## src/rtl/mod_reg16_16to1.sv

```systemverilog
// rtl/mod_reg16_16to1.sv - 16-to-1 byte serializer with active + pending block slots
//
// Purpose:
//   Accepts a whole N-byte block in one cycle and streams it out one byte per
//   accepted transfer, byte 0 first. A second block can be parked in the
//   pending slot while the active one drains. The pending block is promoted
//   with no idle cycle between the last byte of one block and byte 0 of the
//   next.
//
// Ports:
//   clk      - system clock, rising edge
//   reset    - asynchronous, active-high; discards any active or pending block
//   in_valid - block on i is offered
//   in_ready - a block slot is free (registered state only)
//   i        - N-byte input block, i[0] is sent first
//   o        - current byte (zero while o_valid is low)
//   o_valid  - o holds a valid byte
//   o_ready  - sink accepts o this cycle
//   o_last   - o carries byte N-1 of a block
//   busy     - a byte is being presented or a block is pending

module mod_reg16_16to1 #(
  parameter int N = 16,
  parameter int W = 8
) (
  input  logic                clk,
  input  logic                reset,
  input  logic                in_valid,
  output logic                in_ready,
  input  logic [N-1:0][W-1:0] i,
  output logic [W-1:0]        o,
  output logic                o_valid,
  input  logic                o_ready,
  output logic                o_last,
  output logic                busy
);

  localparam int            CW   = (N > 1) ? $clog2(N) : 1;
  localparam logic [CW-1:0] LAST = CW'(N - 1);

  typedef enum logic {IDLE, SEND} state_t;

  state_t               state_q, state_d;
  logic [CW-1:0]        cnt_q, cnt_d;
  logic [N-1:0][W-1:0]  cur_q, cur_d;
  logic [N-1:0][W-1:0]  pend_q, pend_d;
  logic                 pend_full_q, pend_full_d;

  logic accept;
  logic xfer;
  logic at_last;

  // in_ready depends on the pending flag only, so it never combinationally
  // follows o_ready or in_valid.
  assign accept  = in_valid && !pend_full_q;
  assign xfer    = (state_q == SEND) && o_ready;
  assign at_last = (cnt_q == LAST);

  always_comb begin
    state_d     = state_q;
    cnt_d       = cnt_q;
    cur_d       = cur_q;
    pend_d      = pend_q;
    pend_full_d = pend_full_q;

    case (state_q)
      IDLE: begin
        if (accept) begin
          cur_d   = i;
          cnt_d   = '0;
          state_d = SEND;
        end
      end
      SEND: begin
        if (xfer && at_last) begin
          cnt_d = '0;
          // A full pending slot blocks accept, so at most one of these
          // branches can load cur.
          if (pend_full_q) begin
            cur_d       = pend_q;
            pend_full_d = 1'b0;
          end else if (accept) begin
            cur_d = i;
          end else begin
            state_d = IDLE;
          end
        end else begin
          if (xfer) begin
            cnt_d = cnt_q + CW'(1);
          end
          if (accept) begin
            pend_d      = i;
            pend_full_d = 1'b1;
          end
        end
      end
    endcase
  end

  always_ff @(posedge clk or posedge reset) begin
    if (reset) begin
      state_q     <= IDLE;
      cnt_q       <= '0;
      cur_q       <= '0;
      pend_q      <= '0;
      pend_full_q <= 1'b0;
    end else begin
      state_q     <= state_d;
      cnt_q       <= cnt_d;
      cur_q       <= cur_d;
      pend_q      <= pend_d;
      pend_full_q <= pend_full_d;
    end
  end

  assign o_valid  = (state_q == SEND);
  assign o        = o_valid ? cur_q[cnt_q] : '0;
  assign o_last   = o_valid && at_last;
  assign in_ready = !pend_full_q;
  assign busy     = o_valid || pend_full_q;

endmodule

```

## config.mk

```make
export PLATFORM = sky130hd
export DESIGN_NAME = mod_reg16_16to1
export DESIGN_NICKNAME = d
export VERILOG_FILES = /design/src/rtl/mod_reg16_16to1.sv
export SDC_FILE = /design/constraint.sdc
export NUM_CORES = 1
export LEC_CHECK = 0
export CAP_MARGIN = 0
export CORE_MARGIN = 2
export CORE_UTILIZATION = 52
export CTS_BUF_LIST = sky130_fd_sc_hd__clkbuf_8
export DETAILED_ROUTE_END_ITERATION = 8
export PLACE_DENSITY = 0.77
export SETUP_SLACK_MARGIN = 0.1
export SYNTH_ARGS = -nofsm -noshare
export SYNTH_HDL_FRONTEND = slang
export SYNTH_SLANG_ARGS = --single-unit
```

## constraint.sdc

```tcl
create_clock -name clk -period 8.4 [get_ports clk]
set_input_delay 1.26 -clock clk [delete_from_list [all_inputs] [get_ports clk]]
set_output_delay 1.26 -clock clk [all_outputs]
set_load 0.1 [all_outputs]
```

-- Yosys cells after proc, flatten, opt, wreduce, memory -nomap -nowiden
Index checks and enable logic that the tools add are counted.
- add/subtract/negate cells: 1
- multiply operators: 0
- divide/modulo/power cells: 0
- order comparisons: 1
- eq/ne operators: 4
- shift-type cells: 0
- multiplexer cells: 17
- bitwise operators: 2
- reduce and logical (&&, ||, !) cells: 10
- operator list (operator ; count):
    two-way mux 128 bit ; 3
    case mux 128 bit (2 select lines) ; 1
    binary-select mux 8 bit (select 4 bit) ; 1
    two-way mux 8 bit ; 2
    two-way mux 4 bit ; 3
    case mux 4 bit (2 select lines) ; 1
    less-than comparator 4 x 5 -> 1 bit, second input constant ; 1
    two-way mux 1 bit ; 5
    adder 4 x 1 -> 4 bit, second input constant ; 1
    == test 4 bit, second input constant ; 1
    logical AND 1 bit ; 4
    AND reduction 2 bit ; 2
    inequality test 3 x 1 -> 1 bit, second input constant ; 1
    AND reduction 3 bit ; 1
    inequality test 2 x 1 -> 1 bit, second input constant ; 1
    inequality test 2 bit, second input constant ; 1
    inverter 1 bit ; 2
    case mux 1 bit (2 select lines) ; 1
    nonzero test 2 bit ; 1
    logical NOT 1 bit ; 1
    logical OR 1 bit ; 1
- flip-flop bits (word level): 262
- bits in latches: 0
- RAM bits: 0
- memory bits (read-only): 0
- input port bits: 132
- output and inout bits: 12
- logic and storage cells: 70
- memories: 0

-- Depth between registers and ports, before layout
Gate-level depths: netlist (run 1).
- depth after elaboration: 6
- depth in mapped cells: 8
- gate-level depth less buffers: 5

-- Worst setup path after synthesis (run 1)
OpenSTA, ideal clock, no wires.
- path type: reg-to-output
- start: register state_q, in the netlist o_valid
- end: output o[1]
- arrival time: 3.664 ns
- required time: 7.140 ns
- slack: 3.476 ns
- cell stages (with the launch flop): 4
- path buffers: 1
- cell sequence: dfrtp_1 clkbuf_1 nand2_1 o31ai_1
- longest elaborated chain between the ends: 1
- RTL lines (element ; line ; RTL):
    start: declaration ; 43 ; state_t state_q, state_d;
    start signal: assignment ; 108 ; state_q <= state_d;
    two-way mux 8 bit ; 117 ; assign o = o_valid ? cur_q[cnt_q] : '0;
    end: declaration ; 31 ; output logic [W-1:0] o,
Every way passes these cells.

-- Worst setup path after layout (run 1)
- start: register cnt_q[2]
- end: output o[6]
- longest elaborated chain between the ends: 3
- RTL lines (element ; line ; RTL):
    start: declaration ; 44 ; logic [CW-1:0] cnt_q, cnt_d;
    start signal: assignment ; 109 ; cnt_q <= cnt_d;
    binary-select mux 8 bit (select 4 bit) ; 117 ;
    two-way mux 8 bit (implied by the code) ; 117 ;
    two-way mux 8 bit ; 117 ;
Every way passes these cells. The select of a mux whose other input is x is not followed.

==> results of run 1 <==
Yosys cell counts (9+ instances only):
library cell | n | area, um2
nand2_1 | 21 | 78.8
a21oi_1 | 131 | 656
o22ai_1 | 129 | 807
clkbuf_1 | 28 | 105
dfrtp_1 | 262 | 6560
nor2_1 | 130 | 488
buf_4 | 27 | 203
mux4_2 | 9 | 203
mux2_2 | 130 | 1460
mux2i_1 | 31 | 310
buf_2 | 22 | 110
metrics by stage:
step / setup slack, ns / utilization [%] / std cells / total power (W) / hold WS, ns
2_1_floorplan: 3.48 / - / 991 / 0.00417 / 0.480
3_3_place_gp: 3.77 / 59.6 / 1337 / 0.00473 / 0.487
3_5_place_dp: 3.73 / 59.6 / 1337 / 0.00482 / 0.495
4_1_cts: 3.14 / 63.5 / 1412 / 0.00592 / 0.507
5_1_grt: 2.95 / 63.5 / 1413 / 0.00626 / 0.511
6_report: 3.14 / 63.5 / 1413 / 0.00592 / 0.505
registers in the layout, summed over array words and instances, names as in the netlist:
name and cells:
cur_q 128, cnt_q 4, o_valid 1, pend_q 128
pend_full_q 1
worst max-delay path, stage by stage, from the launching register on:
cell and delay, ns:
dfrtp_1 0.96, nor2b_1 0.97, nand2_1 0.14, o211ai_1 0.22
nand2_1 0.15, clkdlybuf4s50_1 1.00
metal layers:
layer / part of all wire (%) / up-vias / wire length, um / global-route usage [%]
li1: - / 3866 / - / -
met5: 0 / - / 0 / 0
met3: 7.4 / 49 / 2150 / 5.05
met1: 43 / 4385 / 12400 / 34.9
met4: 2.3 / 0 / 658 / 7.51
met2: 48 / 327 / 14000 / 38.5
cell type report:
cell class	count	area, um2
Antenna cell	1	2.50
Clock buffer	56	771
Clock inverter	19	78.8
Fill cell	1704	7980
Inverter	2	11.3
Multi-Input combinational cell	640	4630
Sequential cell	262	6560
Tap cell	280	350
Timing Repair Buffer	153	1510
power by group through the flow:
stage / clock network (W) / logic, W / registers, W
after global placement: 0 / 0.00240 / 0.00233
after floorplan: 0 / 0.00200 / 0.00216
final: 0.00109 / 0.00247 / 0.00236
after global routing: 0.00116 / 0.00266 / 0.00243
after CTS: 0.00110 / 0.00247 / 0.00235
after detailed placement: 0 / 0.00245 / 0.00237
kinds of logic after synthesis:
family | Yosys count | share of synthesized area, %
fa+ha+maj | 1 | 0.107
compound gates | 287 | 14.3
flops | 262 | 56.3
buf+inv | 89 | 4.32
mux | 179 | 19.0
simple gates | 173 | 6.03
worst min-delay path by stage:
| stage | endpoint | slack, ns | depth (start not counted) |
|---|---|---|---|
| after floorplan | pend_q[0]$_DFFE_PP0P_ | 0.48 | 1 |
| after global placement | pend_q[73]$_DFFE_PP0P_ | 0.49 | 1 |
| after detailed placement | pend_q[76]$_DFFE_PP0P_ | 0.49 | 1 |
| after CTS | pend_q[76]$_DFFE_PP0P_ | 0.51 | 1 |
| after global routing | pend_q[1]$_DFFE_PP0P_ | 0.51 | 1 |
| final | pend_q[5]$_DFFE_PP0P_ | 0.51 | 1 |
==> impl_metrics.csv, run 1 <==
group,metric,value,unit
hold_path,hold_start,"pend_q[5]$_DFFE_PP0P_",
synthesis,syn_area,11600,um2
sta,fmax,0.190,GHz
clock_tree,clk_pin_slew,0.06,ns
floorplanning,dieArea,23600,um2
sta,period_share,62.6,%
critical_path,end_kind,"primary output",
clock_tree,cts_root_buf,"clkbuf_8",
pwr,power_frac_seq,39.9,%
sta,hold_violations,0,
critical_path,cp-start-kind,"register",
global_routing,gr-usage-all-layers,24.6,%
floorplanning,num_rows,54,
critical_path,setup.worst_path.class,"register to primary output",
synthesis,ys_seq_area_share,56.3,%
drt,finalWirelength,29200,um
synthesis,syn-num-nets,1124,
critical_path,worstReg2RegEnd,"pend_q[55]$_DFFE_PP0P_",
hold_path,hp-class,"register to register",
floorplanning,initial_utilization,53.2,%
pwr,p_sw_share,39.6,%
sta,tns,0,ns
flow_run,drv_cap,0,
critical_path,startpoint,"cnt_q[2]$_DFFE_PP0P_",
global_routing,grt_first_pass_wirelength,46500,um
clock_tree,cts_tree,"done",
pwr,p_int,0.00357,W
sta,tightest_slew,1.12,ns
layout,fin_area,13900,um2
synthesis,synth-edff-count,0,
critical_path,r2r-start,"cnt_q[0]$_DFFE_PP0P_",
synthesis,synth_seq_cells,262,
pwr,power_density,425,nW/um2
run_status,status,"finished clean",
critical_path,worst_ep_required_time,7.14,ns
critical_path,cp_max_fo,25,
place,dp_hpwl,18700,um
synthesis,syn_inst,991,
synthesis,ys_async_sr_fraction,100,%
floorplanning,ios,144,
global_routing,grt_start_max_net_pins,83,
place,gp_congestion,0.815,
pwr,switchingPower,0.00235,W
clock_tree,cts_buffers,43,
clock_tree,clock_latency,0.54,ns
global_routing,grt_overflow,0,
place,io_buffers,143,
sta,fin_skew,0.0135,ns
sta,relSlewSlack,24.9,%
drt,drt-initial-drc-count,643,
clock_tree,cts_resized,0,
sta,maxSlewViolCount,0,
layout,final_common_cell,"dfrtp_1",
clock_tree,htreeDepth,2,
global_routing,antenna_found_initial,1,
pwr,clockPowerShare,18.4,%
clock_tree,numClockSinks,262,
clock_tree,postCtsSetupRepairBufs,0,
drt,dr.pass1.iters,5,
critical_path,rrSetupSlack,4.09,ns
floorplanning,core,21900,um2
drt,viasPerCell,6.11,
drt,drc_errors,0,
synthesis,ys_warn_count,0,
critical_path,reg2reg_depth,6,
floorplanning,dieHeight,154,um
place,placed_cell_area,13100,um2
sta,setup_viol,0,
floorplanning,fp.dieW,154,um
pwr,p_comb_share,41.7,%
synthesis,ys_types,38,
layout,drive_gt1_share,19.3,%
sta,min_period,5.26,ns
global_routing,grt_pass1_vias,8754,
layout,mostFrequentLayoutCells,"dfrtp_1, clkdlybuf4s50_1, a21oi_1, mux2_2, nor2_1",
synthesis,synth_area_per_cell,11.8,um2
drt,vias,8627,
sta,grt_setup_unrepaired,"false",
pwr,ir_drop,361,uV
clock_tree,cts_hold_buffers,0,
critical_path,crit_path_end,"o[6]",
critical_path,cp.arrival,4.00,ns
layout,syn_to_final_growth,19.4,%
drt,routedWlPerCell,20.7,um
layout,final_nets,1235,
pwr,p_leak,5.79,nW
clock_tree,clk_path_buf_depth,3,
synthesis,synth_flop_cell,"dfrtp_1",
drt,ant_nets,0,
(Power assumes the default switching activity.)
==> run 2, diff against run 1 <==
CORE_UTILIZATION = 55   (was 52)
PLACE_DENSITY = 0.78   (was 0.77)
clock period = 4.85 ns   (was 8.4 ns; I/O delays follow)
==> run 2 against run 1 <==
Sequential share of layout area about the same. Clock power is 73% higher. Clock-buffer cell count fell by 5. Power rose by 73%. Routed wire length down 3.2%. Register-to-register slack lost 2.5 ns. Final area is essentially flat. Non-clock buffer count up 2. Sequential power grew 71%. Critical endpoint is now o[5]. Largest power group unchanged.
==> impl_metrics.csv, run 2 (synthesis results as in run 1) <==
group,metric,value,unit
critical_path,critPathSlowestCell,"nor2b_1",
clock_tree,cts_hold_buffers,0,
sta,maxSlewViolCount,0,
floorplanning,dieArea,22400,um2
clock_tree,clk_path_buf_depth,3,
clock_tree,numClockSinks,262,
layout,diodes,0,
clock_tree,cts_root_buf,"clkbuf_8",
layout,drive_gt1_share,19.9,%
global_routing,grt_overflow,0,
layout,mostFrequentLayoutCells,"dfrtp_1, clkdlybuf4s50_1, a21oi_1, mux2_2, nor2_1",
global_routing,gr-usage-all-layers,25.4,%
sta,min_period,4.02,ns
pwr,p_comb_share,42.3,%
floorplanning,fp.dieW,150,um
global_routing,grt_start_max_net_pins,177,
clock_tree,clock_latency,0.53,ns
floorplanning,initial_utilization,55.8,%
critical_path,end_kind,"primary output",
critical_path,path_cells,"nor2b_1 > a221oi_1 > o21ai_1 > nand2_1 > buf_4",
critical_path,setup.worst_path.class,"register to primary output",
sta,grt_setup_unrepaired,"false",
floorplanning,num_rows,53,
global_routing,antenna_found_initial,0,
clock_tree,cts_resized,0,
clock_tree,cts_buffers,42,
layout,final_common_cell,"dfrtp_1",
drt,routedWlPerCell,20.1,um
global_routing,grt_pass1_vias,8429,
place,gp_congestion,0.782,
drt,drc_errors,0,
pwr,p_int,0.00619,W
critical_path,worst_ep_required_time,4.12,ns
critical_path,cp.arrival,3.29,ns
place,place_ws,1.45,ns
pwr,p_leak,5.80,nW
layout,final_nets,1236,
clock_tree,htreeDepth,2,
layout,syn_to_final_growth,19.4,%
pwr,clockPowerShare,18.4,%
pwr,power_frac_seq,39.3,%
sta,period_share,82.9,%
place,dp_hpwl,17800,um
place,io_buffers,143,
floorplanning,core,20900,um2
sta,fmax,0.249,GHz
sta,fin_skew,0.0185,ns
drt,viasPerCell,6.11,
global_routing,grt_first_pass_wirelength,44500,um
layout,instances_no_fill,1403,
drt,finalWirelength,28300,um
critical_path,cp_max_fo,25,
sta,tns,0,ns
sta,worst_slack,0.831,ns
critical_path,cp-start-kind,"register",
clock_tree,cts_tree,"done",
drt,drt-initial-drc-count,695,
pwr,total_power,0.0103,W
flow_run,drv_cap,0,
place,placed_cells,1334,
floorplanning,dieHeight,150,um
sta,setup_viol,0,
pwr,p_sw_share,39.6,%
drt,ant_nets,0,
pwr,power_density,737,nW/um2
clock_tree,clk_pin_slew,0.06,ns
drt,vias,8568,
pwr,ir_drop,403,uV
clock_tree,postCtsSetupRepairBufs,0,
floorplanning,ios,144,
critical_path,max_stage_delay,1.01,ns
pwr,switchingPower,0.00406,W
sta,relSlewSlack,20.9,%
run_status,status,"finished clean",
sta,hold_violations,0,
hold_path,hp-class,"input pin to asynchronous set/reset pin",
sta,tightest_slew,1.18,ns
drt,dr.pass1.iters,5,
layout,reg_top3,"cur_q: 128 flops, pend_q: 128 flops, cnt_q: 4 flops",
run 2: area by class of cell:
type                            instances  area, um2
Fill cell                            1580       6980
Sequential cell                       262       6560
Multi-Input combinational cell        640       4630
Timing Repair Buffer                  155       1540
Clock buffer                           51        702
Tap cell                              275        344
Clock inverter                         18        126
Inverter                                2       11.3
run 2: metrics by stage:
stage | hold WS, ns | util, % | cell area, um2
floorplan | 0.480 | - | 11700
global placement | 0.487 | 62.6 | 13100
detailed placement | 0.495 | 62.6 | 13100
CTS | 0.446 | 66.6 | 13900
global route | 0.458 | 66.6 | 13900
finish | 0.452 | 66.6 | 13900
run 2: path summary, 6_finish.rpt:
kind                                   startpoint                      to  slack (ns)  depth (start not counted)
setup / recovery             cnt_q[2]$_DFFE_PP0P_                    o[5]        0.83                          5
hold / removal                              reset  pend_q[52]$_DFFE_PP0P_        0.45                          2
setup reg to reg             cnt_q[1]$_DFFE_PP0P_  pend_q[48]$_DFFE_PP0P_        1.61                          5
hold reg to reg            pend_q[11]$_DFFE_PP0P_  pend_q[11]$_DFFE_PP0P_        0.50                          1
max in group asynchronous                   reset    cnt_q[0]$_DFFE_PP0P_        3.19                          3
min in group clk           pend_q[11]$_DFFE_PP0P_  pend_q[11]$_DFFE_PP0P_        0.50                          1
run 2: routing by layer:
layer,track usage (%),routed length [um]
met1,37.8,12500
met2,39.0,13400
met3,3.81,1730
met4,7.48,615
met5,0,0
run 2: worst max-delay path: cells and delay by family (launching register included):
| kind | cells | cell delay [ns] |
|---|---|---|
| compound gates | 2 | 0.40 |
| buf+inv | 1 | 0.25 |
| simple gates | 2 | 1.13 |
| flops | 1 | 0.95 |
run 2: power by group through the flow:
stage               Sequential [W]  Combinational [W]  Clock (W)
global placement           0.00397            0.00420          0
global route               0.00414            0.00466    0.00202
detailed placement         0.00403            0.00430          0
finish                     0.00403            0.00434    0.00189
CTS                        0.00401            0.00433    0.00191
floorplan                  0.00375            0.00346          0
==> run 3, diff against run 2 <==
CORE_UTILIZATION = 52   (was 55)
PLACE_DENSITY = 0.77   (was 0.78)
clock period = 3.6 ns   (was 4.85 ns; I/O delays follow)
==> run 3 against run 2 <==
Clock power is 37% higher. Non-clock buffer count grew 11. Setup slack got worse by 0.45 ns. Sequential cell count unchanged. Routed wire length increased by 3.7%. Critical path depth stayed put. Highest routed layer is now met5.
==> impl_metrics.csv, run 3 (synthesis results as in run 1) <==
group,metric,value,unit
floorplanning,ios,144,
drt,vias,8665,
critical_path,end_kind,"primary output",
drt,finalWirelength,29300,um
clock_tree,cts_root_buf,"clkbuf_8",
critical_path,cp.arrival,2.68,ns
floorplanning,initial_utilization,53.2,%
critical_path,rrSetupSlack,0.92,ns
clock_tree,clock_latency,0.55,ns
global_routing,gr-usage-all-layers,24.8,%
critical_path,setup.worst_path.class,"register to primary output",
critical_path,worst_ep_required_time,3.06,ns
layout,diodes,0,
pwr,total_power,0.0142,W
pwr,ir_drop,796,uV
sta,hold_violations,0,
layout,mostFrequentLayoutCells,"dfrtp_1, clkdlybuf4s50_1, a21oi_1, mux2_2, nor2_1",
floorplanning,dieArea,23600,um2
clock_tree,htreeDepth,2,
clock_tree,postCtsSetupRepairBufs,0,
critical_path,r2r-start,"cnt_q[2]$_DFFE_PP0P_",
global_routing,antenna_found_initial,1,
global_routing,grt_overflow,0,
run_status,status,"finished clean",
pwr,p_comb_share,44.6,%
floorplanning,dieHeight,154,um
place,placed_cells,1350,
sta,fin_skew,0.0285,ns
layout,instances_no_fill,1430,
drt,drt-initial-drc-count,771,
critical_path,worstReg2RegEnd,"pend_q[101]$_DFFE_PP0P_",
clock_tree,cts_buffers,44,
drt,ant_nets,0,
layout,fin_area,14200,um2
sta,relSlewSlack,35.8,%
floorplanning,fp.dieW,154,um
pwr,power_density,1000,nW/um2
sta,min_period,3.22,ns
global_routing,grt_first_pass_wirelength,46800,um
drt,drc_errors,0,
pwr,power_frac_seq,37.3,%
critical_path,critPathSlowestCell,"dfrtp_1",
critical_path,cp-start-kind,"register",
drt,routedWlPerCell,20.5,um
layout,reg_top3,"cur_q: 128 flops, pend_q: 128 flops, cnt_q: 4 flops",
clock_tree,cts_hold_buffers,0,
critical_path,path_cells,"nor2b_1 > buf_4 > a22o_1 > o31ai_1 > buf_12",
clock_tree,cts_resized,0,
sta,maxSlewViolCount,0,
critical_path,reg2reg_depth,5,
clock_tree,numClockSinks,262,
place,gp_congestion,0.834,
place,io_buffers,143,
sta,worst_slack,0.382,ns
pwr,p_int,0.00868,W
floorplanning,core,21900,um2
clock_tree,clk_pin_slew,0.06,ns
clock_tree,clk_path_buf_depth,3,
pwr,switchingPower,0.00556,W
sta,grt_setup_unrepaired,"false",
hold_path,hp-class,"input pin to asynchronous set/reset pin",
drt,viasPerCell,6.06,
critical_path,cp_max_fo,16,
layout,final_common_cell,"dfrtp_1",
layout,final_nets,1249,
global_routing,grt_pass1_vias,8688,
pwr,p_sw_share,39.1,%
pwr,p_leak,5.98,nW
drt,dr.pass1.iters,5,
sta,tightest_slew,0.960,ns
place,placed_cell_area,13400,um2
global_routing,grt_start_max_net_pins,108,
sta,fmax,0.311,GHz
critical_path,max_stage_delay,0.61,ns
floorplanning,num_rows,54,
clock_tree,cts_tree,"done",
sta,setup_viol,0,
place,place_ws,0.749,ns
sta,period_share,89.4,%
layout,syn_to_final_growth,22.2,%
place,dp_hpwl,18600,um
flow_run,drv_cap,0,
layout,drive_gt1_share,21.3,%
pwr,clockPowerShare,18.1,%
## run 3: cell types whose count changed in the layout (fill, tap and decap cells not counted)
cell	delta
buf_4	-2
clkinv_2	+3
inv_1	+5
clkdlybuf4s50_1	-3
bufinv_16	-2
clkbuf_8	+5
buf_12	+16
## run 3: worst max-delay path by stage
stage / cells after the start / to / slack (ns) / start
6_report: 5 / o[1] / 0.38 / cnt_q[2]$_DFFE_PP0P_
5_1_grt: 5 / o[1] / 0.30 / cnt_q[2]$_DFFE_PP0P_
4_1_cts: 5 / o[1] / 0.41 / cnt_q[2]$_DFFE_PP0P_
3_5_place_dp: 5 / pend_q[101]$_DFFE_PP0P_ / 0.75 / o_ready
3_3_place_gp: 5 / pend_q[99]$_DFFE_PP0P_ / 0.83 / o_ready
2_1_floorplan: 3 / o[1] / -0.60 / o_valid$_DFF_PP0_
## run 3: critical path: cells and delay by family (launching register included)
family | cells | cell delay [ns]
AO/OA/AOI/OAI | 2 | 0.74
buffers and inverters | 2 | 0.46
flip-flops | 1 | 0.61
AND/OR/NAND/NOR | 1 | 0.32
## run 3: routing by layer
layer | part of all wire (%) | track usage, %
met1 | 44 | 36.2
met2 | 46 | 37.8
met3 | 7.3 | 5.61
met4 | 2.1 | 6.64
met5 | 0.055 | 0
## run 3: cell type report
cell class | instances | area, um2
Multi-Input combinational cell | 640 | 4630
Clock buffer | 56 | 771
Timing Repair Buffer | 166 | 1810
Tap cell | 280 | 350
Fill cell | 1678 | 7660
Sequential cell | 262 | 6560
Inverter | 2 | 11.3
Clock inverter | 24 | 100
## run 3: power groups by stage
stage | combinational [W] | clock (W) | sequential (W)
finish | 0.00635 | 0.00258 | 0.00532
global route | 0.00681 | 0.00275 | 0.00548
CTS | 0.00637 | 0.00262 | 0.00529
detailed placement | 0.00634 | 0 | 0.00533
global placement | 0.00619 | 0 | 0.00524
floorplan | 0.00467 | 0 | 0.00505
## run 3: stage by stage
stage               util, %  hold slack (ns)  TNS [ns]
floorplan                 -            0.480   -105.44
global placement       61.0            0.488         0
detailed placement     61.0            0.495         0
CTS                    65.0            0.486         0
global route           65.0            0.517         0
finish                 65.0            0.482         0
